### src/rtl/bus_cycle_sequencer.sv
// ---------------------------------------------------------------------------
// bus_cycle_sequencer
//
// Purpose:
//   Consumes the memory-control strobes from the CPIPE1 control-decode PLA.
//   It captures an effective address from busL and runs exactly one memory
//   read or write cycle with a ready handshake and a wait-state timeout. The
//   upstream pipeline is stalled while the cycle is in flight. Load data is
//   returned on busL, zero- or sign-extended for byte operations.
//
// Parameters:
//   MAX_WAIT     - wait cycles allowed with mem_ready low before timeout
//   WAIT_W       - width of the wait counter
//
// Ports:
//   CLK          - clock, all state changes on the rising edge
//   RESET        - asynchronous active-high reset
//   predecodeEA  - busL_in carries an effective address this cycle
//   pSTOREwrite  - store requested (busL_in carries store data in EA cycle)
//   pLOADLtobusL - load requested
//   byteEX       - byte-sized operation, sampled with predecodeEA
//   storeSXT     - sign-extend a byte load, sampled with predecodeEA
//   RD_WR        - decoder read/write level, checked in the EA cycle
//   busL_in      - address or store data
//   mem_rdata    - read data, valid when mem_ready is high in a read
//   mem_ready    - memory completes the current cycle
//   err_clr      - clears bus_err
//   mem_req      - bus cycle active
//   mem_we       - 1 = write cycle
//   mem_byte     - byte cycle
//   mem_addr     - captured effective address
//   mem_wdata    - store data (byte replicated on both lanes for byte stores)
//   busL_out     - load result
//   busL_valid   - one-cycle pulse, busL_out valid
//   stall        - hold upstream pipeline
//   bus_err      - sticky timeout / protocol error flag
// ---------------------------------------------------------------------------
module bus_cycle_sequencer #(
    parameter int MAX_WAIT = 15,
    parameter int WAIT_W   = 4
) (
    input  logic        CLK,
    input  logic        RESET,
    input  logic        predecodeEA,
    input  logic        pSTOREwrite,
    input  logic        pLOADLtobusL,
    input  logic        byteEX,
    input  logic        storeSXT,
    input  logic        RD_WR,
    input  logic [15:0] busL_in,
    input  logic [15:0] mem_rdata,
    input  logic        mem_ready,
    input  logic        err_clr,
    output logic        mem_req,
    output logic        mem_we,
    output logic        mem_byte,
    output logic [15:0] mem_addr,
    output logic [15:0] mem_wdata,
    output logic [15:0] busL_out,
    output logic        busL_valid,
    output logic        stall,
    output logic        bus_err
);

    typedef enum logic [2:0] {
        IDLE = 3'd0,
        EA   = 3'd1,
        RD   = 3'd2,
        WR   = 3'd3,
        DONE = 3'd4
    } state_t;

    localparam logic [WAIT_W-1:0] MaxWait = WAIT_W'(MAX_WAIT);

    state_t            state_q, state_d;
    logic [15:0]       ea_q, ea_d;
    logic [15:0]       wdata_q, wdata_d;
    logic [15:0]       rdResult_q, rdResult_d;
    logic              byte_q, byte_d;
    logic              sxt_q, sxt_d;
    logic              wasRd_q, wasRd_d;
    logic              busErr_q, busErr_d;
    logic [WAIT_W-1:0] waitCnt_q, waitCnt_d;
    logic              errSet;

    // Next-state logic for the sequencer. The EA cycle decides the bus
    // direction (store wins over load) and flags protocol problems without
    // aborting the cycle; a missing strobe is the only case where no bus
    // cycle is run. In RD/WR the wait counter counts cycles with mem_ready
    // low; when it has reached MaxWait and memory still is not ready the
    // cycle is abandoned with an error. A ready in that same last cycle still
    // completes normally because the ready check is taken first.
    always_comb begin
        state_d    = state_q;
        ea_d       = ea_q;
        wdata_d    = wdata_q;
        rdResult_d = rdResult_q;
        byte_d     = byte_q;
        sxt_d      = sxt_q;
        wasRd_d    = wasRd_q;
        waitCnt_d  = waitCnt_q;
        errSet     = 1'b0;

        case (state_q)
            IDLE: begin
                if (predecodeEA) begin
                    ea_d    = busL_in;
                    byte_d  = byteEX;
                    sxt_d   = storeSXT;
                    state_d = EA;
                end
            end
            EA: begin
                waitCnt_d = '0;
                if (pSTOREwrite) begin
                    wdata_d = busL_in;
                    wasRd_d = 1'b0;
                    state_d = WR;
                    if (RD_WR) begin
                        errSet = 1'b1;
                    end
                end else if (pLOADLtobusL) begin
                    wasRd_d = 1'b1;
                    state_d = RD;
                    if (!RD_WR) begin
                        errSet = 1'b1;
                    end
                end else begin
                    errSet  = 1'b1;
                    state_d = IDLE;
                end
            end
            RD: begin
                if (mem_ready) begin
                    if (byte_q) begin
                        rdResult_d = sxt_q ? {{8{mem_rdata[7]}}, mem_rdata[7:0]}
                                           : {8'h00, mem_rdata[7:0]};
                    end else begin
                        rdResult_d = mem_rdata;
                    end
                    state_d = DONE;
                end else if (waitCnt_q == MaxWait) begin
                    errSet  = 1'b1;
                    state_d = IDLE;
                end else begin
                    waitCnt_d = waitCnt_q + 1'b1;
                end
            end
            WR: begin
                if (mem_ready) begin
                    state_d = DONE;
                end else if (waitCnt_q == MaxWait) begin
                    errSet  = 1'b1;
                    state_d = IDLE;
                end else begin
                    waitCnt_d = waitCnt_q + 1'b1;
                end
            end
            DONE: begin
                state_d = IDLE;
            end
            default: begin
                state_d = IDLE;
            end
        endcase

        // A new error always wins over a clear arriving in the same cycle.
        if (errSet) begin
            busErr_d = 1'b1;
        end else if (err_clr) begin
            busErr_d = 1'b0;
        end else begin
            busErr_d = busErr_q;
        end
    end

    // State and datapath registers. Reset returns everything, including the
    // captured address and data, to zero so the bus outputs are quiet.
    always_ff @(posedge CLK or posedge RESET) begin
        if (RESET) begin
            state_q    <= IDLE;
            ea_q       <= '0;
            wdata_q    <= '0;
            rdResult_q <= '0;
            byte_q     <= 1'b0;
            sxt_q      <= 1'b0;
            wasRd_q    <= 1'b0;
            busErr_q   <= 1'b0;
            waitCnt_q  <= '0;
        end else begin
            state_q    <= state_d;
            ea_q       <= ea_d;
            wdata_q    <= wdata_d;
            rdResult_q <= rdResult_d;
            byte_q     <= byte_d;
            sxt_q      <= sxt_d;
            wasRd_q    <= wasRd_d;
            busErr_q   <= busErr_d;
            waitCnt_q  <= waitCnt_d;
        end
    end

    // Outputs depend only on registered state, so the reset clears them
    // asynchronously and no input reaches an output combinationally.
    // mem_byte is qualified by mem_req so a stale byte flag is not shown
    // while the bus is idle.
    assign mem_req    = (state_q == RD) || (state_q == WR);
    assign mem_we     = (state_q == WR);
    assign mem_byte   = mem_req && byte_q;
    assign mem_addr   = ea_q;
    assign mem_wdata  = byte_q ? {wdata_q[7:0], wdata_q[7:0]} : wdata_q;
    assign busL_out   = rdResult_q;
    assign busL_valid = (state_q == DONE) && wasRd_q;
    assign stall      = (state_q == EA) || (state_q == RD) || (state_q == WR);
    assign bus_err    = busErr_q;

endmodule

### config.mk
export PLATFORM = sky130hd
export DESIGN_NAME = bus_cycle_sequencer
export DESIGN_NICKNAME = d
export VERILOG_FILES = /design/src/rtl/bus_cycle_sequencer.sv
export SDC_FILE = /design/constraint.sdc
export NUM_CORES = 1
export LEC_CHECK = 0
export CORE_ASPECT_RATIO = 1.5
export CORE_MARGIN = 4
export CORE_UTILIZATION = 45
export CTS_BUF_LIST = sky130_fd_sc_hd__clkbuf_4
export DETAILED_ROUTE_END_ITERATION = 16
export PLACE_DENSITY = 0.9
export REMOVE_ABC_BUFFERS = 1
export SLEW_MARGIN = 5
export SYNTH_ARGS = -nofsm -noshare
export SYNTH_HDL_FRONTEND = slang
export SYNTH_SLANG_ARGS = --single-unit
### constraint.sdc
create_clock -name CLK -period 2.6 [get_ports CLK]
set_input_delay 0.78 -clock CLK [delete_from_list [all_inputs] [get_ports CLK]]
set_output_delay 0.78 -clock CLK [all_outputs]
set_load 0.01 [all_outputs]
==> impl_metrics.json, run 1 <==
{
  "outcome": "complete, no violations",
  "synth.cells.most_frequent": "dfrtp_1 (59), mux2_2 (49), a21oi_1 (18), buf_4 (9), nor2_1 (9)",
  "yosys_warnings": 0,
  "wl_per_cell_um": 15.9,
  "grt_setup_unrepaired": "no",
  "worstSkewPairLatency_ns": 0.40,
  "period_share": 0.976,
  "synth_area_leaders": "dfrtp_1 (58%), mux2_2 (22%), a21oi_1 (3.5%)",
  "port_buffers": 95,
  "num_vias": 1878,
  "pwr-share-comb": 0.490,
  "required_ns": 1.82,
  "rr_endpoint": "wdata_q[2]$_DFFE_PP0P_",
  "grt_pass1_vias": 2023,
  "whs_endpoint": "bus_err$_DFFE_PP0P_",
  "fin_util": 0.686,
  "holdPathStages": 2,
  "yosysTopAreaCell": "dfrtp_1",
  "die_x_um": 69.5,
  "start_util": 0.465,
  "first_pass_iters": 4,
  "synth_seq_cells": 59,
  "internal_power_uw": 3160,
  "nFillCells": 415,
  "drt_iter0_markers": 69,
  "async_reset_ff_frac": 1.00,
  "finClkSkew_ns": 0.0148,
  "relSlewSlack": 0.685,
  "timing.final.ws_setup_ns": 0.0623,
  "synth_area_um2": 2550,
  "hpwl_mm": 4.32,
  "fmax_ghz": 0.394,
  "worst-slew-pin-transition_ns": 0.472,
  "switching_share": 0.316,
  "antenna_found_initial": 0,
  "cts_tree": "built",
  "path_clk_slew_ns": 0.11,
  "hp-class": "reg2reg",
  "synth_most_common_cell": "dfrtp_1",
  "nets": 336,
  "slew_violations": 0,
  "maxCapViolations": 0,
  "routed_wl_mm": 5.87,
  "min_from": "bus_err$_DFFE_PP0P_",
  "postRouteAntennaNets": 0,
  "multi_input_area_um2": 970,
  "ir_worst_vdd_mv": 0.779,
  "post_drt_via_cell_ratio": 5.10,
  "syn_inst": 192,
  "synth_top_area_share": 0.578,
  "grt_util_all_layers": 0.181,
  "finalHoldViolations": 0,
  "cp_max_fo": 8,
  "synth_top_flop_cell": "dfrtp_1",
  "drc": 0,
  "synth_cell_types": 31,
  "syn_area_per_cell_um2": 13.3,
  "reg2reg_depth": 5,
  "grt_pass1_wl_mm": 9.87,
  "numCtsBuffers": 9,
  "clock_sinks": 59,
  "place_ws_ns": 0.215,
  "die_h_um": 100,
  "clockPowerShare": 0.157,
  "htreeDepth": 3,
  "antenna_cells": 0,
  "cp-end-kind": "primary output",
  "switchingPower_uw": 1460,
  "critPathLaunchType": "flip-flop",
  "rows": 33,
  "power_density_nw_per_um2": 1230,
  "grt_max_degree": 60,
  "min_period_ns": 2.54,
  "coreArea_um2": 5490,
  "crit_type": "reg2out",
  "drive_above_1_share": 0.292,
  "postCtsHoldBufs": 0,
  "io_pins": 96,
  "cts_buffer_depth": 2,
  "r2r_slack_ns": 0.86,
  "arrival_ns": 1.76,
  "dieArea_um2": 6970,
  "p_leak_uw": 0.00162,
  "synth_edf_count": 0,
  "syn_to_final_growth_pct": 47.6,
  "reg2reg_from": "state_q[1]$_DFFE_PP0P_",
  "regArea_um2": 1480,
  "seq_power_share": 0.353,
  "clockRootBuffer": "clkbuf_4",
  "grt-ovfl-total": 0,
  "place_congestion": 0.758,
  "finalSetupViolations": 0,
  "yosysSeqAreaShare": 0.578
}
metrics by stage:
step	instance area (µm²)	hold WS [ns]	std cells	TNS, ns	power (µW)
floorplan	2420	0.454	175	-23.85	2650
global placement	3560	0.472	348	0	3820
detailed placement	3560	0.492	348	0	3900
CTS	3750	0.517	367	0	4680
global route	3770	0.534	368	0	4910
finish	3770	0.510	368	0	4620
cells in the final DEF (no fill, tap or decap), drive strengths merged:
cell,instances
clkdlybuf4s50,90
dfrtp,59
mux2,49
a21oi,18
buf,12
clkbuf,10
nor2,9
nand2,8
dlymetal6s2s,5
and2,4
clkinv,4
nor3,3
mux2i,3
or3b,2
nand3,2
o21ai,2
bufinv,2
nor3b,2
nor4bb,2
nor4b,1
a41oi,1
a211oi,1
nand2b,1
o221ai,1
and3,1
a311o,1
nor2b,1
or2,1
inv,1
ha,1
clkinvlp,1
logic make-up after synthesis:
logic type / Yosys count / synth area share
and+or+nand+nor: 37 / 0.0828
buffers and inverters: 19 / 0.0529
DFF: 59 / 0.578
muxes: 52 / 0.228
adders and majority gates: 1 / 0.00490
AOI/OAI and AO/OA: 24 / 0.0529
power groups by stage:
stage	logic, µW	clock network (µW)	registers (µW)
final	2260	724	1630
after global routing	2430	788	1690
after CTS	2300	740	1640
after detailed placement	2220	0	1680
after global placement	2170	0	1650
after floorplan	869	0	1780
critical path: stages, from the launching register on:
cell and delay, ns:
dfrtp_2 0.47, nor4bb_1 0.30, clkdlybuf4s50_1 0.59
worst max-delay path by stage:
stage	start	end
5_1_grt	byte_q$_DFFE_PP0P_	mem_wdata[14]
6_report	state_q[1]$_DFFE_PP0P_	busL_valid
4_1_cts	state_q[1]$_DFFE_PP0P_	stall
2_1_floorplan	predecodeEA	mem_addr[0]$_DFFE_PP0P_
3_5_place_dp	state_q[1]$_DFFE_PP0P_	mem_byte
3_3_place_gp	state_q[1]$_DFFE_PP0P_	mem_byte
state kept, by name (all words and copies together), names as in the netlist:
signal	cells
busL_out	16
mem_addr	16
wdata_q	16
waitCnt_q	4
state_q	3
bus_err	1
byte_q	1
sxt_q	1
wasRd_q	1
per-layer routing:
metal  share of wire  global-route usage
met1            0.39               0.209
met2            0.53               0.318
met3           0.055              0.0381
met4           0.021              0.0902
met5               0                   0
area by class of cell:
type,count,area share
timing repair buffer,107,0.283
sequential,59,0.393
clock inverter,6,0.0213
clock buffer,10,0.0199
inverter,2,0.00199
multi-input combinational,114,0.257
tap,70,0.0232
timing repair:
action / CTS / global route
resized for setup: 6 / 5
setup buffers: 3 / 1
pin swaps: 0 / 0
setup endpoints to repair: 11 / 6
No activity file was read; power rests on OpenSTA's default activity.
==> inputs of run 2 (changes only) <==
GPL_TIMING_DRIVEN = 0   (was not set)
==> run 2 against run 1 <==
Clock skew increased by 0.0055 ns. Sequential power is essentially flat. Clock-buffer cell count up 1. Worst hold slack gained 0.00084 ns. Core utilization shrank 0.71 points. First-iteration DRC count is 110% higher. Flip-flop and latch count is the same. Power is 1.7% lower. Global-route usage rose by 0.14 points. Final cell count down 0.82%. Fmax down 1.2%. Non-clock buffer count down 2. Critical endpoint unchanged.
==> impl_metrics.json, run 2 (synthesized netlist as in run 1, its figures left out) <==
{
  "outcome": "complete, no violations",
  "place_congestion": 0.779,
  "post_drt_via_cell_ratio": 5.19,
  "num_vias": 1893,
  "htreeDepth": 3,
  "nFillCells": 394,
  "cp_max_fo": 5,
  "arrival_ns": 1.79,
  "grt_max_degree": 34,
  "critPathLaunchType": "flip-flop",
  "worstSkewPairLatency_ns": 0.41,
  "die_h_um": 100,
  "cp-end-kind": "primary output",
  "first_pass_iters": 4,
  "die_x_um": 69.5,
  "numCtsBuffers": 9,
  "fmax_ghz": 0.389,
  "layout_commonest_cell": "clkdlybuf4s50_1",
  "antenna_cells": 0,
  "finalSetupViolations": 0,
  "antenna_found_initial": 0,
  "place_area_um2": 3530,
  "hp-class": "reg2reg",
  "final_cell_mix": "clkdlybuf4s50_1 (94), dfrtp_1 (55), mux2_2 (49)",
  "drive_above_1_share": 0.285,
  "start_util": 0.465,
  "period_share": 0.988,
  "wl_per_cell_um": 16.2,
  "ir_worst_vdd_mv": 0.728,
  "finalHoldViolations": 0,
  "fin_hold_ws_ns": 0.511,
  "cts_tree": "built",
  "slew_violations": 0,
  "nets": 334,
  "coreArea_um2": 5490,
  "io_pins": 96,
  "routed_wl_mm": 5.92,
  "grt-ovfl-total": 0,
  "timing.final.ws_setup_ns": 0.0313,
  "grt_pass1_wl_mm": 9.94,
  "postRouteAntennaNets": 0,
  "finClkSkew_ns": 0.0203,
  "finalInstanceArea_um2": 3730,
  "syn_to_final_growth_pct": 46.1,
  "p_leak_uw": 0.00156,
  "clockRootBuffer": "clkbuf_4",
  "grt_pass1_vias": 2074,
  "required_ns": 1.82,
  "grt_setup_unrepaired": "no",
  "relSlewSlack": 0.345,
  "place_ws_ns": -0.212,
  "worst-slew-pin-transition_ns": 0.980,
  "hpwl_mm": 4.36,
  "maxCapViolations": 0,
  "grt_util_all_layers": 0.183,
  "rows": 33,
  "drc": 0,
  "port_buffers": 95,
  "cts_buffer_depth": 2,
  "min_period_ns": 2.57,
  "dieArea_um2": 6970,
  "path_clk_slew_ns": 0.11,
  "crit_type": "reg2out",
  "power_density_nw_per_um2": 1220,
  "clock_sinks": 59,
  "drt_iter0_markers": 144
}
==> run 2: through the flow <==
step / power (µW) / util / instances / setup TNS (ns)
6_report: 4540 / 0.679 / 365 / 0
3_5_place_dp: 3870 / 0.643 / 344 / -2.52
4_1_cts: 4580 / 0.677 / 364 / 0
5_1_grt: 4810 / 0.679 / 365 / 0
2_1_floorplan: 2650 / - / 175 / -23.85
3_3_place_gp: 3760 / 0.631 / 340 / -116.83
==> run 2: power breakdown <==
part | internal (µW) | switching [µW]
combinational | 1420 | 868
sequential | 1360 | 261
clock | 302 | 317
total | 3090 | 1450
==> run 2: layout make-up <==
type	instances	area (µm²)	share of cell area
Multi-Input combinational cell	114	970	0.260
Inverter	2	7.51	0.00201
Clock inverter	4	42.5	0.0114
Tap cell	70	87.6	0.0235
Timing Repair Buffer	105	1060	0.284
Sequential cell	59	1480	0.397
Clock buffer	11	82.6	0.0221
==> run 2: routing by layer <==
| metal | GRT usage | wire length, µm | part of all wire |
|---|---|---|---|
| met5 | 0 | 0 | 0 |
| met4 | 0.104 | 127 | 0.021 |
| met3 | 0.0381 | 373 | 0.063 |
| met2 | 0.325 | 3170 | 0.54 |
| met1 | 0.201 | 2250 | 0.38 |
==> run 2: path summary, 6_finish.rpt <==
check,cells past startpoint,slack (ns),start,to
setup reg to reg,4,0.34,state_q[1]$_DFFE_PP0P_,mem_addr[14]$_DFFE_PP0P_
hold reg to reg,2,0.51,bus_err$_DFFE_PP0P_,bus_err$_DFFE_PP0P_
hold / removal,2,0.51,bus_err$_DFFE_PP0P_,bus_err$_DFFE_PP0P_
max in group asynchronous,3,1.27,RESET,byte_q$_DFFE_PP0P_
min in group asynchronous,2,0.74,RESET,mem_addr[4]$_DFFE_PP0P_
setup / recovery,2,0.03,state_q[2]$_DFFE_PP0P_,busL_valid
==> run 2: what timing repair did <==
item | in CTS | in global routing
endpoints found under the setup margin | 13 | 3
hold buffers | 0 | 0
pin swaps | 1 | 0
buffers inserted | 5 | 1
gates resized for setup | 6 | 1
==> run 2: worst max-delay path: stages (launching register included) <==
cell and delay (ns):
dfrtp_2 0.46, nor4bb_1 0.32, clkdlybuf4s50_1 0.59
